<file path="src/rtl/game_timebase_pkg.sv">
// Shared game constants: seconds-counter width and limits used by the timebase and game control.
package game_timebase_pkg;

    localparam int SEC_WIDTH = 6;

    typedef logic [SEC_WIDTH-1:0] sec_t;

    localparam sec_t SEC_MAX       = 6'd63;
    localparam sec_t COUNTDOWN_MAX = 6'd5;
    localparam sec_t GAME_TIME_MAX = 6'd30;

    // Seconds never roll over; they park at SEC_MAX.
    function automatic sec_t sec_sat_inc(input sec_t s);
        return (s == SEC_MAX) ? s : s + sec_t'(1);
    endfunction

endpackage

</file>
<file path="src/rtl/game_timebase_sec_channel.sv">
// One timebase channel: prescaler, saturating seconds counter and a one-cycle tick per increment.
module sec_channel
    import game_timebase_pkg::*;
#(
    parameter int TICKS_PER_SEC = 100_000_000,
    parameter int PRESC_W       = $clog2(TICKS_PER_SEC)
) (
    input  logic                 clk,
    input  logic                 rst_n,
    input  logic                 enable,
    input  logic                 clear,
    output logic [SEC_WIDTH-1:0] seconds,
    output logic                 tick,
    output logic [PRESC_W-1:0]   prescaler_next
);

    localparam logic [PRESC_W-1:0] PRESC_TOP = PRESC_W'(TICKS_PER_SEC - 1);

    logic [PRESC_W-1:0] presc_reg;
    sec_t               sec_reg;
    sec_t               sec_next;
    logic               tick_reg;
    logic               tick_next;

    always_comb begin
        prescaler_next = presc_reg;
        sec_next       = sec_reg;
        tick_next      = 1'b0;
        if (clear) begin
            prescaler_next = '0;
            sec_next       = '0;
        end else if (enable) begin
            if (presc_reg == PRESC_TOP) begin
                prescaler_next = '0;
                sec_next       = sec_sat_inc(sec_reg);
                tick_next      = (sec_reg != SEC_MAX);
            end else begin
                prescaler_next = presc_reg + PRESC_W'(1);
            end
        end
    end

    always_ff @(posedge clk or negedge rst_n) begin
        if (!rst_n) begin
            presc_reg <= '0;
            sec_reg   <= '0;
            tick_reg  <= 1'b0;
        end else begin
            presc_reg <= prescaler_next;
            sec_reg   <= sec_next;
            tick_reg  <= tick_next;
        end
    end

    assign seconds = sec_reg;
    assign tick    = tick_reg;

endmodule

</file>
<file path="src/rtl/game_timebase.sv">
// Game timebase: independent countdown and game-time second counters plus a half-second blink phase.
module game_timebase
    import game_timebase_pkg::*;
#(
    parameter int TICKS_PER_SEC = 100_000_000
) (
    input  logic                 clk,
    input  logic                 rst_n,
    input  logic                 enable_countdown,
    input  logic                 clear_countdown,
    input  logic                 enable_game_timer,
    input  logic                 clear_game_timer,
    output logic [SEC_WIDTH-1:0] countdown_sec,
    output logic [SEC_WIDTH-1:0] game_time_sec,
    output logic                 countdown_tick,
    output logic                 game_tick,
    output logic                 game_half_phase
);

    localparam int                 PRESC_W   = $clog2(TICKS_PER_SEC);
    localparam logic [PRESC_W-1:0] HALF_MARK = PRESC_W'(TICKS_PER_SEC / 2);

    logic [PRESC_W-1:0] countdown_presc_unused;
    logic [PRESC_W-1:0] game_presc_next;
    logic               half_phase_reg;

    sec_channel #(
        .TICKS_PER_SEC (TICKS_PER_SEC),
        .PRESC_W       (PRESC_W)
    ) u_countdown (
        .clk            (clk),
        .rst_n          (rst_n),
        .enable         (enable_countdown),
        .clear          (clear_countdown),
        .seconds        (countdown_sec),
        .tick           (countdown_tick),
        .prescaler_next (countdown_presc_unused)
    );

    sec_channel #(
        .TICKS_PER_SEC (TICKS_PER_SEC),
        .PRESC_W       (PRESC_W)
    ) u_game (
        .clk            (clk),
        .rst_n          (rst_n),
        .enable         (enable_game_timer),
        .clear          (clear_game_timer),
        .seconds        (game_time_sec),
        .tick           (game_tick),
        .prescaler_next (game_presc_next)
    );

    // Decoded from the next prescaler value so the flag tracks the prescaler register exactly.
    always_ff @(posedge clk or negedge rst_n) begin
        if (!rst_n) begin
            half_phase_reg <= 1'b0;
        end else begin
            half_phase_reg <= (game_presc_next >= HALF_MARK);
        end
    end

    assign game_half_phase = half_phase_reg;

endmodule

</file>
<file path="config.mk">
export PLATFORM = sky130hd
export DESIGN_NAME = game_timebase
export DESIGN_NICKNAME = d
export VERILOG_FILES = /design/src/rtl/game_timebase_pkg.sv /design/src/rtl/game_timebase_sec_channel.sv /design/src/rtl/game_timebase.sv
export SDC_FILE = /design/constraint.sdc
export NUM_CORES = 1
export LEC_CHECK = 0
export ABC_AREA = 0
export CORE_ASPECT_RATIO = 0.75
export CORE_MARGIN = 2
export CORE_UTILIZATION = 54
export DETAILED_ROUTE_END_ITERATION = 16
export HOLD_SLACK_MARGIN = 0.03
export PLACE_DENSITY_LB_ADDON = 0.2
export SLEW_MARGIN = 20
export SYNTH_ARGS = -nofsm -noshare
export SYNTH_HDL_FRONTEND = slang
export SYNTH_SLANG_ARGS = --single-unit
</file>
<file path="constraint.sdc">
create_clock -name clk -period 2.4 [get_ports clk]
set_input_delay 0.36 -clock clk [delete_from_list [all_inputs] [get_ports clk]]
set_output_delay 0.36 -clock clk [all_outputs]
set_load 0.02 [all_outputs]
</file>
==> Word level (Yosys, flattened, before mapping) <==
Cells that the tools add are included.
W data, S select, Z words.
{ "word_totals": {"reg_bits": 69, "input_bits": 6, "output_inout_bits": 15, "elab_cells": 46} }
{ "classes": {"n_reduce_logical": 6, "eq_ne": 8, "n_mux": 20, "n_addsub": 4, "order_cmp": 1} }
{ "op_table": {"columns": ["operator", "n"], "rows": [
  ["$mux W27", 6],
  ["$add A27 B1 Y27 const B", 2],
  ["$eq A27 B27 Y1 const B", 2],
  ["$mux W6", 8],
  ["$ge A27 B26 Y1 const B", 1],
  ["$add A6 B1 Y6 const B", 2],
  ["$eq A6 B6 Y1 const B", 2],
  ["$ne A6 B6 Y1 const B", 2],
  ["$reduce_bool A2 Y1", 4],
  ["$mux W1", 6],
  ["$reduce_and A3 Y1", 2],
  ["$ne A2 B2 Y1 const B", 2]
]} }

==> Logic depth before layout (Yosys ltp) <==
Gate-level depths: netlist of the first run.
{ "depth": {"depth_word": 5, "ltp_mapped": 8, "ltp_nobuf": 7} }

==> Cells and area by module <==
Synthesis of the first run repeated with hierarchy kept, for this count alone.
{ "hier_totals": {"hier_cells": 382, "area_unflattened_um2": 3694.8} }
{ "by_module_without_submodules": {"columns": ["mod", "seq_area_each_um2", "cells_per_inst", "n_inst", "area_per_inst_um2"], "rows": [
  ["sec_channel", 850.8, 186, 2, 1798.0],
  ["game_timebase", 25.0, 10, 1, 98.8]
]} }

==> Worst setup path before layout of the first run <==
No wires, ideal clock.
{ "synth_path": {"kind": "flip-flop to flip-flop", "start": "register u_game.presc_reg[12]", "end": "register half_phase_reg, in the netlist game_half_phase", "period_less_slack_ps": 2338, "path_buffers": 1, "t_required_ps": 2280, "setup_time_ps": 120, "path_slack_ps": 62, "stages_incl_launch_ff": 8, "arrival_time_ps": 2218, "cell_sequence": "dfrtp_1 > buf_6 > or4b_4 > or4_4 > o21bai_4 > a211oi_1 > a22o_1 > a41o_1"} }
{ "synth_via": {"elab_chain_len": 5, "elab_cells_between_ends": 6, "cone_classes": "add/sub (1); order compare (1); eq/ne (1); mux (3)"} }
{ "synth_lines": {"columns": ["element", "line_no", "rtl"], "rows": [
  ["start, declared", "game_timebase_sec_channel.sv:19", "logic [PRESC_W-1:0] presc_reg;"],
  ["start signal, assigned", "game_timebase_sec_channel.sv:49", "presc_reg <= prescaler_next;"],
  ["$add A27 B1 Y27 or $eq A27 B27 Y1 (tied branches)", "game_timebase_sec_channel.sv:38, game_timebase_sec_channel.sv:33", null],
  ["$mux W27", "game_timebase_sec_channel.sv:33", "if (presc_reg == PRESC_TOP) begin"],
  ["$mux W27 (*)", "game_timebase_sec_channel.sv:32", "end else if (enable) begin"],
  ["$mux W27 (*)", "game_timebase_sec_channel.sv:29", "if (clear) begin"],
  ["$ge A27 B26 Y1 (*)", "game_timebase.sv:58", "half_phase_reg <= (game_presc_next >= HALF_MARK);"],
  ["end signal, assigned", "game_timebase.sv:58", null],
  ["end, declared", "game_timebase.sv:25", "logic half_phase_reg;"]
]} }
Mark *: on every way between the ends. The rest lies on a longest branch, timed or not.
A chain may end at the register's enable or synchronous reset.

==> Final worst setup path of the first run <==
{ "layout_path": {"start": "register u_game.presc_reg[11]", "end": "register half_phase_reg, in the netlist game_half_phase"} }
Same word-level chain as after synthesis.

==> results by group, run 1 <==
Status
  • Status: finished, final reports clean

Setup path
  • Arrival @ worst endpoint: 2.56 ns
  • Reg2reg end: game_half_phase
  • Peak fanout along the critical path: 7
  • FF-to-FF Start: u_game.presc_reg[11]
  • Largest stage delay on the critical path: 0.54 ns
  • Startpoint Class: flip-flop
  • Critical path endpoint category: flip-flop
  • Critical-path cell list: or4b_4 > or4_4 > o21bai_4 > a211oi_1 > a22o_1 > a41o_1
  • R2R depth: 6
  • Crit-path slowest cell: or4b_4
  • WS Path Type: reg -> reg
  • Reg2reg setup slack: ~0.075 ns
  • Worst path required time: 2.63 ns

Logic synthesis
  • FF+latch count, synth: between 60 and 70
  • Synth warn: 0
  • Async S/R FF share, synth: 1.00
  • Number of synthesized flops with an enable pin: 0
  • Synth top area share: 0.470
  • Prevailing post-synth register cell: dfrtp_1
  • Synth top area cells: dfrtp_1 (47%), xor2_1 (6.2%), nor2_1 (5.6%), xnor2_1 (4.5%), nand3_1 (3.7%)
  • Net Count, Synth: roughly 400
  • Post-synth cell types: between 40 and 50
  • Sequential element share of the synthesized area: 0.470
  • Yosys top cell by area: dfrtp_1
  • Gate Count Post-Synth: a little under 400
  • Synth Area per Inst: around 9.4 sq um
  • Cell Area, Synth: ~3700 sq um

CTS
  • Htree depth: 3
  • CTS root buf: clkbuf_8
  • # hold bufs at CTS: 0
  • Max Root-Sink Buffers: 2
  • Sink Count: 69
  • Num CTS Buffers: 9
  • CTS tree: done
  • Clk slew on worst S/H paths: 0.08 ns
  • Clk_lat worst skew: 0.34 ns

Placed design
  • Hpwl dp: about 5.7 mm
  • DP Worst Slack: -0.137 ns
  • Number of port buffers: 20
  • GP Congestion: roughly 0.85
  • Placed insts: roughly 500

Final layout
  • Post-layout nets: about 450
  • Commonest cells after routing, fill and taps aside: dfrtp_1 (68), nor2_1 (55), buf_4 (31)
  • Share of layout cells above drive strength 1: 0.128
  • Multi-input gate area: roughly 1900 sq um
  • Layout Cells excl Fill: 528
  • Layout Utilization: 0.654
  • Ant diodes: 0
  • Layout area overhead: 19.3%
  • # fillers: 556
  • Register area: 1730 sq um
  • Most common cell after layout, fill and taps aside: dfrtp_1

Floorplan
  • I/O Pins: 21
  • Core area: ~6700 sq um
  • Starting density of the core: 0.548
  • Cell Rows: 26
  • Die Span Y: between 70 and 80 um
  • Full die area: approximately 7500 sq um
  • Die X-Extent: roughly 99 um

Job
  • Max-cap violations: 0

Detailed routing
  • Antenna viol nets, final: 0
  • Total wire length: 8.11 mm
  • Detailed-route via count: approximately 3100
  • Detailed Routing Iterations Pass 1: 5
  • DR iter-0 viols: 240
  • Avg WL per Cell: between 15 and 20 um
  • Via density: just under 6
  • Number of remaining DRC errors: 0

STA
  • FMAX: ~0.43 GHz
  • Post-layout worst setup margin: ~0.075 ns
  • Slew @ Worst Pin: 0.628 ns
  • Setup TNS: 0 ns
  • Fin Clk Skew: ~0.0086 ns
  • Final Hold Fails: 0
  • Fin crit share: 0.969
  • Endpoints failing setup: 0
  • Minimum clock period: approximately 2.3 ns
  • Worst slew margin: 0.582
  • Final-report max-slew violation count: 0

GRT
  • Initial antenna violation count: 0
  • Largest net degree at the start of global routing: 28
  • Gr usage total: 0.229
  • First-pass GRT wire length: roughly 13 mm
  • Overflow after GRT: 0
  • Vias in the first global route: about 2800

Worst hold path
  • Hold Path Class: in -> async

Pwr
  • Peak supply drop: 0.000384 V
  • Design Power: 2.30 mW
  • PwrDens: ~530 nW/um^2
  • Leakage: roughly 1.8 nW
-- per-stage QoR --
step,hold WS [ns],area [sq um]
2_1_floorplan,0.0644,3670
3_3_place_gp,0.410,4140
3_5_place_dp,0.421,4140
4_1_cts,0.0460,4360
5_1_grt,0.0656,4380
6_report,0.0250,4380
-- logic make-up after synthesis --
group	count (synthesis)	synth area share
xor+xnor	45	0.107
mux	3	0.00817
simple gates	194	0.279
compound gates	56	0.0977
buf+inv	21	0.0249
flops	69	0.470
fa+ha+maj	4	0.0136
-- layout make-up --
class / count / share of cell area
multi-input cells: 302 / 0.426
flip-flops and latches: 69 / 0.394
repair buffers: 52 / 0.102
clock buffers: 10 / 0.0291
well taps: 84 / 0.0240
clock inverters: 6 / 0.0197
inverters: 5 / 0.00428
-- timing repair --
item                       in CTS  in global routing
hold endpoints to repair        0                  0
gates resized for setup         1                  1
buffers inserted                1                  2
setup endpoints to repair       1                  2
pin swaps                       2                  2
-- Yosys cell counts, types with 3 or more instances --
cell      number
xor2_1        26
nand3_1       27
and3_1        11
nand2_1       28
or4_1          4
o21ai_0       14
nand3b_1       3
clkbuf_1      11
o31ai_1        7
inv_1          4
xnor2_1       19
or3_1         12
and4_1         9
nor2_1        55
nor3_1         8
a21oi_1       16
nand4_1       20
dfrtp_1       69
mux2i_1        3
buf_2          4
ha_1           4
nor4_1         4
-- worst max-delay path: cells and delay by family, from the launching register on --
family | cells | cell delay, ns
flops | 1 | 0.42
compound gates | 4 | 0.76
simple gates | 2 | 1.05
-- metal layers --
| layer | vias to the layer above | wire length, um | track usage |
|---|---|---|---|
| met5 | - | 0 | 0 |
| met4 | 0 | 104 | 0.0715 |
| met3 | 11 | 432 | 0.0661 |
| met2 | 89 | 3550 | 0.329 |
| met1 | 1513 | 4030 | 0.339 |
| li1 | 1506 | - | - |
-- how the worst max path moves through the flow --
stage,cells after the start,startpoint,endpoint
5_1_grt,6,u_countdown.presc_reg[12],u_countdown.seconds[1]
3_3_place_gp,7,enable_game_timer,game_half_phase
6_report,6,u_game.presc_reg[11],game_half_phase
4_1_cts,6,u_game.presc_reg[19],game_half_phase
2_1_floorplan,7,u_game.presc_reg[12],game_half_phase
3_5_place_dp,8,enable_game_timer,game_half_phase
-- report_power, final --
group	switching, mW	total (mW)	internal [mW]
sequential	0.00803	1.18	1.17
combinational	0.0600	0.0912	0.0312
clock	0.452	1.04	0.585
total	0.520	2.30	1.78
Note: power is estimated with default switching activity, not from simulation.
==> inputs of run 2 (changes only) <==
RECOVER_POWER = 50   (was not set)
==> results by group, run 2 (synthesis gave the netlist of run 1 again) <==
Pwr
  • Leakage: 1.85 nW (+0.31%)
  • NetSw: 0.517 mW (-0.58%)
  • Combinational Power Share: 0.038 (-0.002)
  • Share of power burned in registers: 0.512 (+0.002)
  • Clock power frac: 0.450 (about the same)
  • Design Power: 2.30 mW (-0.28%)
  • PwrDens: 526 nW/um^2 (+0.15%)
  • Internal Power: 1.78 mW (-0.19%)
  • Net Sw Frac: 0.225 (-0.000683)
  • Peak supply drop: 0.000385 V (+0.20%)

Setup path
  • Reg2reg setup slack: 0.07 ns (about the same)
  • Peak fanout along the critical path: 7 (unchanged)
  • WS Path Type: reg -> reg
  • Critical path endpoint category: flip-flop
  • Worst path required time: 2.63 ns (about the same)
  • Critical-path cell list: or4b_4 > or4_4 > o21bai_4 > a211oi_1 > a22o_1 > a41o_1
  • Arrival @ worst endpoint: 2.56 ns (about the same)
  • Crit-path slowest cell: or4b_4
  • Startpoint Class: flip-flop
  • Largest stage delay on the critical path: 0.54 ns (about the same)

CTS
  • Max Root-Sink Buffers: 2 (unchanged)
  • # hold bufs at CTS: 0 (unchanged)
  • Sink Count: 69 (unchanged)
  • Num CTS Buffers: 9 (unchanged)
  • Clk_lat worst skew: 0.34 ns (about the same)
  • Clk slew on worst S/H paths: 0.08 ns (about the same)
  • CTS root buf: clkbuf_8
  • Htree depth: 3 (unchanged)
  • CTS tree: done

Detailed routing
  • DR iter-0 viols: 217 (-9.6%)
  • Number of remaining DRC errors: 0 (unchanged)
  • Detailed Routing Iterations Pass 1: 5 (unchanged)
  • Avg WL per Cell: 15.3 um (-0.47%)
  • Detailed-route via count: 3144 (+0.80%)
  • Total wire length: 8.07 mm (-0.47%)
  • Antenna viol nets, final: 0 (unchanged)
  • Via density: 5.95 (+0.80%)

Floorplan
  • Starting density of the core: 0.548 (unchanged)
  • I/O Pins: 21 (unchanged)
  • Full die area: 7490 sq um (unchanged)
  • Core area: 6700 sq um (unchanged)
  • Die Span Y: 75.4 um (unchanged)
  • Die X-Extent: 99.3 um (unchanged)
  • Cell Rows: 26 (unchanged)

Final layout
  • Layout Cells excl Fill: 528 (unchanged)
  • Most common cell after layout, fill and taps aside: dfrtp_1
  • Share of layout cells above drive strength 1: 0.126 (-0.00225)
  • Layout area overhead: 18.8%
  • Post-layout nets: 449 (unchanged)
  • Commonest cells after routing, fill and taps aside: dfrtp_1 (68), nor2_1 (55), buf_4 (30)
  • Ant diodes: 0 (unchanged)

Job
  • Max-cap violations: 0 (unchanged)

Worst hold path
  • Hold Path Class: in -> async

GRT
  • Initial antenna violation count: 0 (unchanged)
  • First-pass GRT wire length: 13.4 mm (unchanged)
  • Overflow after GRT: 0 (unchanged)
  • Vias in the first global route: 2792 (unchanged)
  • Gr usage total: 0.229 (unchanged)
  • Largest net degree at the start of global routing: 28 (unchanged)

STA
  • Slew @ Worst Pin: 1.42 ns (+0.791 ns)
  • FMAX: 0.429 GHz (-0.20%)
  • Endpoints failing setup: 0 (unchanged)
  • Final-report max-slew violation count: 0 (unchanged)
  • Hold Slack: 0.328 ns (+0.303 ns)
  • Worst slew margin: 0.0539 (-0.528)
  • Fin crit share: 0.971 (+0.00195)
  • Post-layout worst setup margin: 0.0702 ns (-0.00467 ns)
  • Minimum clock period: 2.33 ns (+0.00467 ns)
  • Final Hold Fails: 0 (unchanged)
  • Fin Clk Skew: 0.00903 ns (+0.000397 ns)

Placed design
  • DP Worst Slack: -0.137 ns (unchanged)
  • GP Congestion: 0.848 (unchanged)
  • Number of port buffers: 20 (unchanged)
  • Hpwl dp: 5.73 mm (unchanged)
  • Placed insts: 509 (unchanged)

Status
  • Status: finished, final reports clean
## run 2: cell types whose count changed in the layout (fill, tap and decap cells not counted), sizes merged
cell	before	now
clkbuf	10	13
clkdlybuf4s50	19	15
dlygate4sd3	0	4
buf	33	30
## run 2: per-stage QoR
step | setup TNS [ns] | cell area, sq um | util
2_1_floorplan | 0 | 3670 | -
3_3_place_gp | -0.117 | 4140 | 0.618
3_5_place_dp | -0.137 | 4140 | 0.618
4_1_cts | 0 | 4360 | 0.651
5_1_grt | -0.00187 | 4360 | 0.651
6_report | 0 | 4360 | 0.651
## run 2: layer usage
| metal | track usage | part of all wire |
|---|---|---|
| met5 | 0 | 0 |
| met4 | 0.0715 | 0.013 |
| met3 | 0.0661 | 0.058 |
| met2 | 0.329 | 0.43 |
| met1 | 0.339 | 0.50 |
## run 2: final timing paths
path	start	endpoint	cells past startpoint
max	u_game.presc_reg[11]	game_half_phase	6
min	rst_n	u_countdown.presc_reg[12]	1
max reg2reg	u_game.presc_reg[11]	game_half_phase	6
min reg2reg	u_countdown.presc_reg[4]	u_countdown.presc_reg[4]	1
max in group asynchronous	rst_n	u_game.presc_reg[11]	2
min in group clk	u_countdown.presc_reg[4]	u_countdown.presc_reg[4]	1
## run 2: what timing repair did
item                       CTS  global route
buffers inserted             1             2
resized for setup            1             1
setup endpoints to repair    1             2
pin swaps                    2             2
## run 2: final cells by class
class	instances	area (sq um)
fillers	558	2340
multi-input cells	302	1870
flip-flops and latches	69	1730
repair buffers	52	429
clock buffers	10	128
well taps	84	105
clock inverters	6	86.3
inverters	5	18.8
## run 2: power groups by stage
stage / registers (mW) / logic, mW / clock network (mW)
floorplan: 1.20 / 0.0381 / 0
global placement: 1.20 / 0.0912 / 0
detailed placement: 1.20 / 0.0929 / 0
CTS: 1.18 / 0.0933 / 1.06
global route: 1.18 / 0.100 / 1.11
finish: 1.18 / 0.0870 / 1.03
## run 2: critical path, delay by kind of cell (launching register included)
kind / cells / cell delay, ns
AND/OR/NAND/NOR: 2 / 1.05
AO/OA/AOI/OAI: 4 / 0.76
flip-flops: 1 / 0.42
